## src/rtl/ifu_fetch_pkg.sv

```systemverilog
// ----------------------------------------------------------------------------
// ifu_fetch_pkg
//   Shared definitions for the instruction fetch stage: default widths,
//   control-bus and trap-bus bit positions, the NOP encoding, FSM state and
//   next-PC select encodings, plus a helper that builds a one-hot trap word.
//
//   Optional build macro used by ifu_fetch: IFU_RESP_BYPASS_EN.
// ----------------------------------------------------------------------------
package ifu_fetch_pkg;

    // Datapath widths (the fetch top re-exposes these as parameters).
    localparam int unsigned XLEN_DEF     = 64;
    localparam int unsigned INST_LEN_DEF = 32;
    localparam logic [63:0] RESET_PC_DEF = 64'h0000_0000_8000_0000;

    // Pipeline control buses: one bit per pipeline register boundary.
    localparam int unsigned CTRLBUS_LEN   = 6;
    localparam int unsigned CTRLBUS_IF_ID = 1;

    // Trap bus: one bit per exception cause raised in the front end.
    localparam int unsigned TRAP_LEN                   = 8;
    localparam int unsigned TRAP_INST_MISALIGNED_IDX   = 0;
    localparam int unsigned TRAP_INST_ACCESS_FAULT_IDX = 1;

    // addi x0, x0, 0
    localparam logic [31:0] INST_NOP = 32'h0000_0013;

    typedef enum logic [1:0] {
        IFU_ST_REQ  = 2'd0,  // presenting a request for pc
        IFU_ST_WAIT = 2'd1,  // request accepted, awaiting its response
        IFU_ST_HOLD = 2'd2,  // instruction buffered and offered to IF/ID
        IFU_ST_KILL = 2'd3   // outstanding response must be swallowed
    } ifu_state_e;

    typedef enum logic [1:0] {
        PC_SEL_HOLD = 2'd0,
        PC_SEL_INC  = 2'd1,
        PC_SEL_LOAD = 2'd2
    } pc_sel_e;

    function automatic logic [TRAP_LEN-1:0] trap_bit(input int unsigned idx);
        trap_bit      = '0;
        trap_bit[idx] = 1'b1;
    endfunction

endpackage

```

## src/rtl/ifu_pc_gen.sv

```systemverilog
// ----------------------------------------------------------------------------
// ifu_pc_gen
//   Program counter of the fetch stage: a three-way next-PC mux (hold,
//   sequential +4, load) feeding an asynchronously reset PC register.
//   The +4 increment wraps modulo 2^XLEN.
//
// Ports
//   clk      in   clock
//   rst      in   asynchronous reset, active low
//   sel      in   next-PC select (hold / +4 / load)
//   load_pc  in   PC taken when sel = PC_SEL_LOAD
//   pc       out  current PC
// ----------------------------------------------------------------------------
module ifu_pc_gen
    import ifu_fetch_pkg::*;
#(
    parameter int unsigned     XLEN     = XLEN_DEF,
    parameter logic [XLEN-1:0] RESET_PC = XLEN'(RESET_PC_DEF)
) (
    input  logic            clk,
    input  logic            rst,
    input  pc_sel_e         sel,
    input  logic [XLEN-1:0] load_pc,
    output logic [XLEN-1:0] pc
);

    logic [XLEN-1:0] pc_nxt;

    // NOTE: every combinational output gets a value on every path (here via
    // the default arm) so no latch is inferred.
    always_comb begin
        unique case (sel)
            PC_SEL_INC:  pc_nxt = pc + XLEN'(4);
            PC_SEL_LOAD: pc_nxt = load_pc;
            default:     pc_nxt = pc;
        endcase
    end

    // NOTE: state registers use non-blocking assignments so every flop
    // samples pre-edge values regardless of process evaluation order.
    always_ff @(posedge clk or negedge rst) begin
        if (!rst) begin
            pc <= RESET_PC;
        end else begin
            pc <= pc_nxt;
        end
    end

endmodule

```

## src/rtl/ifu_fetch.sv

```systemverilog
// ----------------------------------------------------------------------------
// ifu_fetch
//   Instruction fetch stage. Owns the PC, issues one request at a time on an
//   SRAM-like instruction bus and presents {address, instruction, trap bits}
//   to the IF/ID pipeline register. A redirect or an IF/ID flush ("kill")
//   discards whatever is in flight and restarts fetch at the new PC; a
//   response belonging to a killed request is swallowed in the KILL state.
//
//   Optional build macro IFU_RESP_BYPASS_EN: when defined, a response that
//   arrives while IF/ID can consume is forwarded combinationally to the
//   outputs and fetch proceeds without visiting HOLD (bus-to-IF/ID
//   combinational path). When undefined, every instruction is registered in
//   the hold buffer first.
//
// Ports
//   clk                in   clock
//   rst                in   asynchronous reset, active low
//   stall_valid_i      in   pipeline stall bus; IF/ID bit holds the stage
//   flush_valid_i      in   pipeline flush bus; IF/ID bit kills fetch
//   redirect_valid_i   in   load redirect_pc_i this cycle
//   redirect_pc_i      in   redirect target
//   if_req_valid_o     out  bus request valid
//   if_req_addr_o      out  bus request address
//   if_req_ready_i     in   bus accepts the request
//   if_resp_valid_i    in   bus response valid (one per accepted request)
//   if_resp_data_i     in   fetched instruction word
//   if_resp_err_i      in   access fault on this response
//   inst_addr_if_o     out  instruction address to IF/ID
//   inst_data_if_o     out  instruction word to IF/ID
//   trap_bus_if_o      out  trap bits to IF/ID
//   if_stall_req_o     out  no instruction available this cycle
// ----------------------------------------------------------------------------
module ifu_fetch
    import ifu_fetch_pkg::*;
#(
    parameter int unsigned     XLEN     = XLEN_DEF,
    parameter int unsigned     INST_LEN = INST_LEN_DEF,
    parameter logic [XLEN-1:0] RESET_PC = XLEN'(RESET_PC_DEF)
) (
    input  logic                   clk,
    input  logic                   rst,
    input  logic [CTRLBUS_LEN-1:0] stall_valid_i,
    input  logic [CTRLBUS_LEN-1:0] flush_valid_i,
    input  logic                   redirect_valid_i,
    input  logic [XLEN-1:0]        redirect_pc_i,
    output logic                   if_req_valid_o,
    output logic [XLEN-1:0]        if_req_addr_o,
    input  logic                   if_req_ready_i,
    input  logic                   if_resp_valid_i,
    input  logic [INST_LEN-1:0]    if_resp_data_i,
    input  logic                   if_resp_err_i,
    output logic [XLEN-1:0]        inst_addr_if_o,
    output logic [INST_LEN-1:0]    inst_data_if_o,
    output logic [TRAP_LEN-1:0]    trap_bus_if_o,
    output logic                   if_stall_req_o
);

    localparam logic [INST_LEN-1:0] NOP = INST_LEN'(INST_NOP);

    ifu_state_e state;
    ifu_state_e state_nxt;
    pc_sel_e    pc_sel;

    logic [XLEN-1:0]     pc;
    logic [XLEN-1:0]     kill_pc;
    logic                consume;
    logic                kill;
    logic                aligned;
    logic                handshake;
    logic                bypass;
    logic [INST_LEN-1:0] resp_inst;
    logic [TRAP_LEN-1:0] resp_trap;

    logic                hold_load;
    logic [INST_LEN-1:0] hold_load_data;
    logic [TRAP_LEN-1:0] hold_load_trap;
    logic [XLEN-1:0]     hold_addr;
    logic [INST_LEN-1:0] hold_data;
    logic [TRAP_LEN-1:0] hold_trap;

    // Only the IF/ID bits of the control buses concern this stage.
    logic ctrl_unused;
    assign ctrl_unused = ^{stall_valid_i, flush_valid_i};

    assign consume = !stall_valid_i[CTRLBUS_IF_ID];
    assign kill    = redirect_valid_i | flush_valid_i[CTRLBUS_IF_ID];
    // A flush without a redirect refetches the current PC.
    assign kill_pc = redirect_valid_i ? redirect_pc_i : pc;
    assign aligned = (pc[1:0] == 2'b00);

    // The request is gated by reset directly so nothing is issued while rst
    // is held low, yet the first cycle after release already requests.
    assign if_req_valid_o = rst && (state == IFU_ST_REQ) && aligned;
    assign if_req_addr_o  = pc;
    assign handshake      = if_req_valid_o & if_req_ready_i;

    // A faulting response is replaced by a NOP carrying the fault bit.
    assign resp_inst = if_resp_err_i ? NOP : if_resp_data_i;
    assign resp_trap = if_resp_err_i ? trap_bit(TRAP_INST_ACCESS_FAULT_IDX) : '0;

`ifdef IFU_RESP_BYPASS_EN
    assign bypass = (state == IFU_ST_WAIT) && if_resp_valid_i && consume && !kill;
`else
    assign bypass = 1'b0;
`endif

    ifu_pc_gen #(
        .XLEN     (XLEN),
        .RESET_PC (RESET_PC)
    ) u_pc_gen (
        .clk     (clk),
        .rst     (rst),
        .sel     (pc_sel),
        .load_pc (kill_pc),
        .pc      (pc)
    );

    // ------------------------------------------------------------------
    // Next-state logic. Kill overrides every normal transition; the PC is
    // reloaded on any kill so the redirect target is never lost.
    // ------------------------------------------------------------------
    always_comb begin
        state_nxt      = state;
        pc_sel         = PC_SEL_HOLD;
        hold_load      = 1'b0;
        hold_load_data = resp_inst;
        hold_load_trap = resp_trap;

        if (kill) begin
            pc_sel = PC_SEL_LOAD;
            unique case (state)
                IFU_ST_REQ:  state_nxt = handshake ? IFU_ST_KILL : IFU_ST_REQ;
                // A response landing in the kill cycle is simply dropped.
                IFU_ST_WAIT: state_nxt = if_resp_valid_i ? IFU_ST_REQ : IFU_ST_KILL;
                IFU_ST_HOLD: state_nxt = IFU_ST_REQ;
                // The single outstanding response must still be absorbed,
                // otherwise KILL would wait for a response that never comes.
                IFU_ST_KILL: state_nxt = if_resp_valid_i ? IFU_ST_REQ : IFU_ST_KILL;
                default:     state_nxt = IFU_ST_REQ;
            endcase
        end else begin
            unique case (state)
                IFU_ST_REQ: begin
                    if (!aligned) begin
                        hold_load      = 1'b1;
                        hold_load_data = NOP;
                        hold_load_trap = trap_bit(TRAP_INST_MISALIGNED_IDX);
                        state_nxt      = IFU_ST_HOLD;
                    end else if (handshake) begin
                        state_nxt = IFU_ST_WAIT;
                    end
                end
                IFU_ST_WAIT: begin
                    if (if_resp_valid_i) begin
                        if (bypass) begin
                            pc_sel    = PC_SEL_INC;
                            state_nxt = IFU_ST_REQ;
                        end else begin
                            hold_load = 1'b1;
                            state_nxt = IFU_ST_HOLD;
                        end
                    end
                end
                IFU_ST_HOLD: begin
                    if (consume) begin
                        pc_sel    = PC_SEL_INC;
                        state_nxt = IFU_ST_REQ;
                    end
                end
                IFU_ST_KILL: begin
                    if (if_resp_valid_i) begin
                        state_nxt = IFU_ST_REQ;
                    end
                end
                default: state_nxt = IFU_ST_REQ;
            endcase
        end
    end

    always_ff @(posedge clk or negedge rst) begin
        if (!rst) begin
            state <= IFU_ST_REQ;
        end else begin
            state <= state_nxt;
        end
    end

    // NOTE: the hold buffer is a plain register, so it is reset to the idle
    // triple; nothing is ever exposed from it outside HOLD anyway.
    always_ff @(posedge clk or negedge rst) begin
        if (!rst) begin
            hold_addr <= '0;
            hold_data <= NOP;
            hold_trap <= '0;
        end else if (hold_load) begin
            hold_addr <= pc;
            hold_data <= hold_load_data;
            hold_trap <= hold_load_trap;
        end
    end

    // ------------------------------------------------------------------
    // IF/ID-facing outputs: the buffer in HOLD, the live response when
    // bypassing, otherwise an idle NOP with a stall request.
    // ------------------------------------------------------------------
    always_comb begin
        inst_addr_if_o = '0;
        inst_data_if_o = NOP;
        trap_bus_if_o  = '0;
        if_stall_req_o = 1'b1;
        if (state == IFU_ST_HOLD) begin
            inst_addr_if_o = hold_addr;
            inst_data_if_o = hold_data;
            trap_bus_if_o  = hold_trap;
            if_stall_req_o = 1'b0;
        end else if (bypass) begin
            inst_addr_if_o = pc;
            inst_data_if_o = resp_inst;
            trap_bus_if_o  = resp_trap;
            if_stall_req_o = 1'b0;
        end
    end

endmodule

```

## config.mk

```make
export PLATFORM = sky130hd
export DESIGN_NAME = ifu_fetch
export DESIGN_NICKNAME = d
export VERILOG_FILES = /design/src/rtl/ifu_fetch_pkg.sv /design/src/rtl/ifu_pc_gen.sv /design/src/rtl/ifu_fetch.sv
export SDC_FILE = /design/constraint.sdc
export NUM_CORES = 1
export LEC_CHECK = 0
export BUFFER_PORTS_ARGS = -buffer_cell sky130_fd_sc_hd__buf_2
export CAP_MARGIN = 40
export CORE_MARGIN = 1
export CORE_UTILIZATION = 40
export DETAILED_ROUTE_END_ITERATION = 16
export PLACE_DENSITY = 0.76
export SLEW_MARGIN = 20
export SYNTH_ARGS = -nofsm -noshare
export SYNTH_HDL_FRONTEND = slang
export SYNTH_HIERARCHICAL = 1
export SYNTH_SLANG_ARGS = --single-unit
```

## constraint.sdc

```tcl
create_clock -name clk -period 3.3 [get_ports clk]
set_input_delay 0.165 -clock clk [delete_from_list [all_inputs] [get_ports clk]]
set_output_delay 0.165 -clock clk [all_outputs]
set_load 0.05 [all_outputs]
```

# Yosys cells after proc, flatten, opt, wreduce, memory -nomap -nowiden
# Cells that the tools add are included.
# classes
add_sub_neg	1
n_mul	0
div_mod_pow	0
magnitude_cmp	0
eq_ne	10
shifts	0
n_mux	31
bitwise_logic	2
reduce_logical	8
# ops
cell	n
two-way mux 32 bit	5
two-way mux 64 bit	2
case mux 64 bit (2 select lines)	1
adder 64 x 3 -> 64 bit (second input constant)	1
two-way mux 2 bit	12
two-way mux 8 bit	2
!= test 3 bit (second input constant)	3
case mux 2 bit (4 select lines)	1
== test 2 bit (second input constant)	3
two-way mux 1 bit	6
case mux 2 bit (3 select lines)	1
== test 2 x 1 -> 1 bit (second input constant)	2
logical NOT 2 bit	2
!= test 4 bit (second input constant)	1
AND reduction 4 bit	1
logical AND 1 bit	2
!= test 2 bit (second input constant)	1
case mux 1 bit (2 select lines)	1
AND reduction 2 bit	1
nonzero test 2 bit	1
OR reduction 2 bit	1
AND 1 bit	1
OR 1 bit	1
# word_totals
register_bits	170
latchBits	0
ramBits	0
romBits	0
out_inout_bits	170
word_cells	57
mem_count	0

# Logic depth before layout (Yosys ltp)
# Gate-level depths: netlist of run 1.
# depth
ltp_word	8
depth_mapped	14
ltp_nobuf	11

# Hierarchy
# Netlist of run 1, hierarchy kept.
# modules_own_cells
module	instances	cells_each	area_each_um2	seq_area_each_um2
ifu_fetch	1	490	5466.5	2506.2
ifu_pc_gen	1	526	4312.9	1602.8

# Worst setup path after synthesis of run 1
# Ideal clock, no wire load.
# synth_timing
path_kind	reg-to-reg
start	register state[1]
end	register u_pc_gen.pc[46]
setup_ns	0.137
t_arrival_ns	2.891
required_time_ns	3.163
slack_ns	0.272
path_stages_with_launch	15
period_less_slack_ns	3.028
cell_sequence	dfrtp_1 -> nor2b_1 -> clkbuf_1 -> clkbuf_1 -> inv_1 -> nor3_1 -> inv_1 -> ha_1 -> clkbuf_1 -> inv_1 -> clkbuf_1 -> clkbuf_1 -> nand2_1 -> o32ai_1 -> a21oi_1
# synth_via
elab_chain_len	6
# synth_lines
item	line	rtl
from (decl)	ifu_fetch.sv:60	ifu_state_e state;
from (signal assigned)	ifu_fetch.sv:184	state <= state_nxt;
== test 2 bit *	ifu_fetch.sv:142	unique case (state)
two-way mux 1 bit *	n/a	
two-way mux 2 bit *	ifu_fetch.sv:129	if (kill) begin
named net pc_sel[0]	ifu_fetch.sv:62	pc_sel_e pc_sel;
== test 2 bit / == test 2 x 1 -> 1 bit (equally long branches)	ifu_pc_gen.sv:32	unique case (sel)
!= test 2 bit (no source line) / nonzero test 2 bit (equally long branches)	n/a	
AND reduction 2 bit (no source line)	n/a	
to (signal assigned)	ifu_pc_gen.sv:45	pc <= pc_nxt;
to (decl)	ifu_pc_gen.sv:24	output logic [XLEN-1:0] pc
# The timed path passes the listed nets; every way through them passes the cells marked *.
# A chain may end at the register's enable or synchronous reset.

# Worst setup path in the final report of run 1
# layout_timing
start	register state[1]
end	register u_pc_gen.pc[19]
# Same word-level chain as after synthesis.

==> reports/metrics.cfg, run 1 <==
[placed_design]
io_buffer_count = 267
dp_hpwl_um = 18800
place_area_um2 = 11300
gp_congestion = 0.834
post-place-cells = 1544

[sta]
worst_pin_slew_ps = 1040
finalCritPeriodShare_pct = 83.2
maxSlewViolCount = 0
max_slew_margin_pct = 30.4
fin_skew_ps = 12.5
rsz0062_at_grt = no
setup_viol = 0
timing.setup.tns_ps = 0
max_freq_ghz = 0.364
finalCriticalPeriod_ps = 2750
hold_viol_final = 0

[floorplanning]
io_pins = 284
core_region_area_um2 = 23800
chipHeight_um = 158
start_util_pct = 41.2
rows = 56
die_w_um = 158
die_area_um2 = 25100

[clock_network]
cts-root-buf = clkbuf_16
clock_latency_ps = 430
cts_resized = 0
cts_made_buffers = 17
cts_sinks = 164
clk_path_buf_depth = 2
cts.htree.levels = 4
cts_tree = yes
path_clk_slew_ps = 70

[grt]
grt_pass1_wl_um = 43900
met1_usage_pct = 28.4
globalRouteMet2Util_pct = 37.6
grt_max_degree = 165
groute.usage.overall_pct = 22.4
use_met3_pct = 5.36
busiest_layer = met2
grt_pass1_vias = 8442
grt_overflow = 0
antenna_found_initial = 3

[synthesis]
syn_avg_cell_area_um2 = 9.63
synth_seq_area_share_pct = 42.0
yosys.cell_types.count = 77
synth_edf_count = 0
synth_top_flop_cell = dfrtp_1
synthCells = 1016
synth_seq_cells = 164
synth_commonest_cells = dfrtp_1, and2_1, mux2_2
synth_top_area_cell = dfrtp_1
async_flop_share_pct = 100
synthTopCellsByArea = dfrtp_1, mux2_2, and2_1, mux2_1, a21oi_1
yosysTopAreaCellShare_pct = 40.9
synth_most_common_cell = dfrtp_1
synthesis.area_um2 = 9780
ys_warn_count = 6

[power_and_ir_drop]
powerDensity_nw_per_um2 = 735
peakVddDrop_v = 0.000441
p_leak_nw = 5.46
total_power_mw = 8.96

[cells_and_area]
layout.cells.non_filler = 1594
drive_gt1_share_pct = 33.8
area_growth_pct = 24.7
fin_area_um2 = 12200
final_util_pct = 51.4
nNetsFinal = 1378
fillers = 2143

[worst_setup_path]
crit_fanout = 18
worstSetupPathType = reg -> reg
critical_path_required_ps = 3670
critPathArrivalTime_ps = 3110
start_kind = flop
endpoint_kind = flop
reg2reg_depth = 10

[worst_hold_path]
hp-class = in -> reg
hold_depth = 3

[drt]
drc = 0
drtIter0Drc = 934
firstDrtPassIters = 5
routed_via_density = 5.57
drtAntennaViolNets = 0
wl_um = 28500
route.detailed.wl_per_inst_um = 17.9
vias = 8882

[flow_run]
cap_viol_max_count = 0

[status]
status = complete, no violations

==> cells in the final DEF, fill, tap and decap left out, types with 5 or more instances in the layout <==
| cell type | count |
|---|---|
| nor2_1 | 46 |
| a21oi_1 | 74 |
| a22oi_1 | 15 |
| bufinv_16 | 6 |
| nand3b_1 | 30 |
| o21ai_0 | 34 |
| clkbuf_16 | 17 |
| nand4_1 | 22 |
| nor3_1 | 24 |
| dfrtp_1 | 160 |
| and3_1 | 13 |
| mux2_1 | 49 |
| dlygate4sd3_1 | 16 |
| o22ai_1 | 6 |
| nand2_1 | 76 |
| nand3_1 | 45 |
| or3_1 | 12 |
| inv_1 | 15 |
| o22a_1 | 9 |
| buf_4 | 14 |
| buf_2 | 266 |
| a31oi_1 | 7 |
| nor4_1 | 8 |
| mux2_2 | 83 |
| conb_1 | 6 |
| and2_1 | 100 |
| or4_1 | 5 |
| and4_1 | 10 |
==> layer usage <==
layer | up-vias | share of wire (%)
met5 | - | 0.095
met4 | 4 | 1.7
met3 | 42 | 7.7
met2 | 398 | 47
met1 | 4259 | 43
li1 | 4179 | -
==> layout make-up <==
cell class	count	area (um2)	share of cell area [%]
antenna	1	2.50	0.0205
clock buffer	19	453	3.71
clock inverter	12	226	1.86
inverter	17	63.8	0.523
multi-input combinational	760	5250	43.1
sequential	164	4110	33.7
tap	319	399	3.27
timing repair buffer	302	1690	13.9
==> per-stage QoR <==
step           hold WS, ps  setup WS (ps)
2_1_floorplan         -131            272
4_1_cts               1.17            547
6_report              23.6            554
3_3_place_gp           441            714
3_5_place_dp           437            589
5_1_grt               13.6            395
==> cell families after synthesis <==
kind of cell / count (synthesis) / synth area share (%)
other: 1 / 0.0383
buffers and inverters: 97 / 4.75
adder cells (fa/ha/maj): 2 / 0.256
flip-flops: 164 / 42.0
AO/OA/AOI/OAI: 193 / 12.5
AND/OR/NAND/NOR: 423 / 24.9
multiplexers: 136 / 15.6
==> timing repair <==
item	in CTS	in global routing
hold endpoints to repair	84	0
setup buffers	0	0
endpoints found under the setup margin	0	0
hold buffers	16	0
==> flip-flops by register name, summed over array words and instances, names as in the netlist <==
name,count
state,2
hold_addr,64
u_pc_gen/pc,64
hold_trap,2
hold_data,32
==> critical path, stage by stage (launching register included) <==
cell	delay, ps
dfrtp_1	460
nor2b_4	190
inv_1	50
nor3_1	200
inv_1	80
ha_2	330
inv_2	130
nand2_1	420
or4_1	650
o31a_1	120
nand2_1	50
==> path summary, 6_finish.rpt <==
kind                               startpoint         endpoint  slack, ps
setup / recovery                     state[1]  u_pc_gen/pc[19]        550
hold / removal             if_resp_data_i[30]    hold_data[30]         20
setup reg to reg                     state[1]  u_pc_gen/pc[19]        550
hold reg to reg                  hold_trap[0]     hold_trap[0]        470
max in group asynchronous                 rst  u_pc_gen/pc[61]       1960
min in group asynchronous                 rst     hold_trap[1]        460
==> report_power, final <==
part / switching [mW] / internal [mW] / leakage (nW)
combinational: 2.35 / 1.08 / 3.17
sequential: 0.614 / 2.61 / 1.97
clock: 0.853 / 1.46 / 0.326
(Power assumes the default switching activity.)
==> run 2: changes to the inputs <==
--- a/config.mk
+++ b/config.mk
@@ -10,7 +10,7 @@
 export CORE_MARGIN = 1
 export CORE_UTILIZATION = 40
 export DETAILED_ROUTE_END_ITERATION = 16
-export PLACE_DENSITY = 0.76
+export PLACE_DENSITY = 0.79
 export SLEW_MARGIN = 20
 export SYNTH_ARGS = -nofsm -noshare
 export SYNTH_HDL_FRONTEND = slang
==> constraint.sdc (replaced) <==
create_clock -name clk -period 2.2 [get_ports clk]
set_input_delay 0.11 -clock clk [delete_from_list [all_inputs] [get_ports clk]]
set_output_delay 0.11 -clock clk [all_outputs]
set_load 0.05 [all_outputs]
==> run 2 against run 1 <==
- clock skew up 2.4 ps
- cell count rose by 6.2%
- flip-flop and latch count did not move
- sequential share of layout area is 2.1 points lower
- clock-buffer cell count rose by 6
==> reports/metrics.cfg, run 2 (same netlist as run 1, synthesis figures left out) <==
[worst_setup_path]
slowest_stage = dfstp_4
start_kind = flop
path_buf_inv = 0  ; -3
r2r_setup_slack_ps = 20  ; -540 ps
critPathArrivalTime_ps = 2490  ; -620 ps
worstSetupPathType = reg -> reg
crit_chain = and4_4 -> and3_4 -> nand2_1 -> or4_4 -> o311ai_2 -> nand3_1
critical_path.startpoint = u_pc_gen/pc[31]
r2r_start = u_pc_gen/pc[31]
crit_family = simple AND/OR/NAND/NOR gates
critical_path_required_ps = 2500  ; -1170 ps
crit_cells = 6  ; -4
crit_fanout = 6  ; -12
crit_end = u_pc_gen/pc[60]
r2r-end = u_pc_gen/pc[60]
cpPeakStageDelay_ps = 610  ; -40 ps
reg2reg_depth = 6  ; -4
endpoint_kind = flop

[floorplanning]
core_region_area_um2 = 23800  ; unchanged
die_area_um2 = 25100  ; unchanged
chipHeight_um = 158  ; unchanged
io_pins = 284  ; unchanged
start_util_pct = 41.2  ; unchanged
die_w_um = 158  ; unchanged
rows = 56  ; unchanged

[drt]
drc = 0  ; unchanged
firstDrtPassIters = 8  ; +3
drtIter0Drc = 880  ; -5.8%
vias = 9626  ; +8.4%
drtAntennaViolNets = 0  ; unchanged
route.detailed.wl_per_inst_um = 18.4  ; +3.0%
wl_um = 31200  ; +9.4%
routed_via_density = 5.69  ; +2.0%

[cells_and_area]
nNetsFinal = 1475  ; +7.0%
final_util_pct = 55.3  ; +4.0 points
drive_gt1_share_pct = 40.5  ; +6.8 points
top_regs = hold_addr x64, u_pc_gen/pc x64, hold_data x32
area_growth_pct = 34.4
final_common_cell = buf_2
fin_area_um2 = 13100  ; +7.7%
final_cell_mix = buf_2, dfrtp_1, and2_1

[placed_design]
io_buffer_count = 267  ; unchanged
place_area_um2 = 12100  ; +6.4%
dp_hpwl_um = 21200  ; +12%
place_ws_ps = 22.5  ; -567 ps
gp_congestion = 0.844  ; +1.2%

[power_and_ir_drop]
total_power_mw = 13.6  ; +52%
power_frac_seq_pct = 33.9  ; -2.1 points
peakVddDrop_v = 0.000593  ; +35%
p_switching_mw = 5.92  ; +55%
p_leak_nw = 5.89  ; +7.8%
switching_share_pct = 43.6  ; +1.0 points
powerDensity_nw_per_um2 = 1030  ; +41%
p_clk_share_pct = 21.9  ; -3.9 points
pwr-share-comb_pct = 44.2  ; +6.0 points
cellInternalPower_mw = 7.66  ; +49%

[grt]
groute.usage.overall_pct = 24.5  ; +2.1 points
grt_pass1_wl_um = 47800  ; +8.9%
antenna_found_initial = 4  ; +1
grt_overflow = 0  ; unchanged
grt_pass1_vias = 9337  ; +11%
grt_max_degree = 99  ; -40%

[clock_network]
clock_latency_ps = 430  ; about the same
clk_path_buf_depth = 2  ; unchanged
cts_sinks = 164  ; unchanged
cts_tree = yes
cts-root-buf = clkbuf_16
path_clk_slew_ps = 70  ; about the same
cts_made_buffers = 17  ; unchanged
cts.htree.levels = 4  ; unchanged

[sta]
max_slew_margin_pct = 54.2  ; +24 points
finalCritPeriodShare_pct = 99.3  ; +16 points
worst_slack_ps = 15.7  ; -538 ps
worst_pin_slew_ps = 687  ; -356 ps
rsz0062_at_grt = yes
max_freq_ghz = 0.458  ; +26%
fin_skew_ps = 14.9  ; +2.38 ps
hold_viol_final = 0  ; unchanged
maxSlewViolCount = 0  ; unchanged
finalCriticalPeriod_ps = 2180  ; -562 ps
setup_viol = 0  ; unchanged

[worst_hold_path]
hp-class = in -> reg

[flow_run]
cap_viol_max_count = 0  ; unchanged

[status]
status = complete, no violations

## run 2: cell types whose count changed in the layout (fill, tap and decap cells not counted), moves of 5 or more
| cell | before | now |
|---|---|---|
| buf_12 | 4 | 9 |
| dfrtp_1 | 160 | 131 |
| dlygate4sd3_1 | 16 | 32 |
| clkbuf_1 | 0 | 7 |
| dfrtp_2 | 0 | 29 |
| buf_4 | 14 | 87 |
## run 2: tightest hold or removal path, delay by kind of cell
kind	cells	cell delay (ps)
AOI/OAI and AO/OA	1	160
buffers and inverters	1	80
and+or+nand+nor	1	40
## run 2: how the worst min path moves through the flow
stage / startpoint / to / slack [ps] / depth (start not counted)
after floorplan: rst / hold_addr[0] / -190 / 0
after global placement: rst / hold_data[12] / 80 / 1
after detailed placement: rst / hold_data[12] / 80 / 1
after CTS: if_resp_data_i[1] / hold_data[1] / 1 / 3
after global routing: redirect_pc_i[47] / u_pc_gen/pc[47] / 40 / 3
final: if_resp_data_i[1] / hold_data[1] / 20 / 3
## run 2: through the flow
| stage | setup TNS [ps] | hold slack, ps | cells |
|---|---|---|---|
| 2_1_floorplan | -1650 | -186 | 1021 |
| 3_3_place_gp | -190 | 79.6 | 1616 |
| 3_5_place_dp | 0 | 80.6 | 1617 |
| 4_1_cts | 0 | 0.953 | 1682 |
| 5_1_grt | -202 | 43.4 | 1691 |
| 6_report | 0 | 19.6 | 1693 |
## run 2: power groups by stage
stage / clock (mW) / combinational [mW] / sequential (mW)
2_1_floorplan: 0 / 3.09 / 5.62
3_3_place_gp: 0 / 5.70 / 4.59
3_5_place_dp: 0 / 5.82 / 4.66
4_1_cts: 3.03 / 5.91 / 4.61
5_1_grt: 3.15 / 6.36 / 4.75
6_report: 2.97 / 6.00 / 4.61
## run 2: what timing repair did
item / in CTS / in global routing
pin swaps: 0 / 15
hold buffers: 32 / 0
endpoints found under the hold margin: 75 / 0
setup buffers: 1 / 9
setup endpoints to repair: 99 / 28
resized for setup: 3 / 17
## run 2: metal layers
layer / GRT usage, % / vias up / wire length, um
met5: 0 / - / 45
met4: 9.48 / 6 / 848
met2: 41.2 / 469 / 14700
met3: 5.66 / 72 / 2260
li1: - / 4390 / -
met1: 30.2 / 4689 / 13300
## run 2: cell type report
class	count	area [um2]
diodes	2	5.00
fillers	2026	10600
flip-flops and latches	164	4150
clock buffers	25	465
clock inverters	7	98.8
well taps	319	399
inverters	17	81.3
multi-input cells	760	5400
repair buffers	399	2540
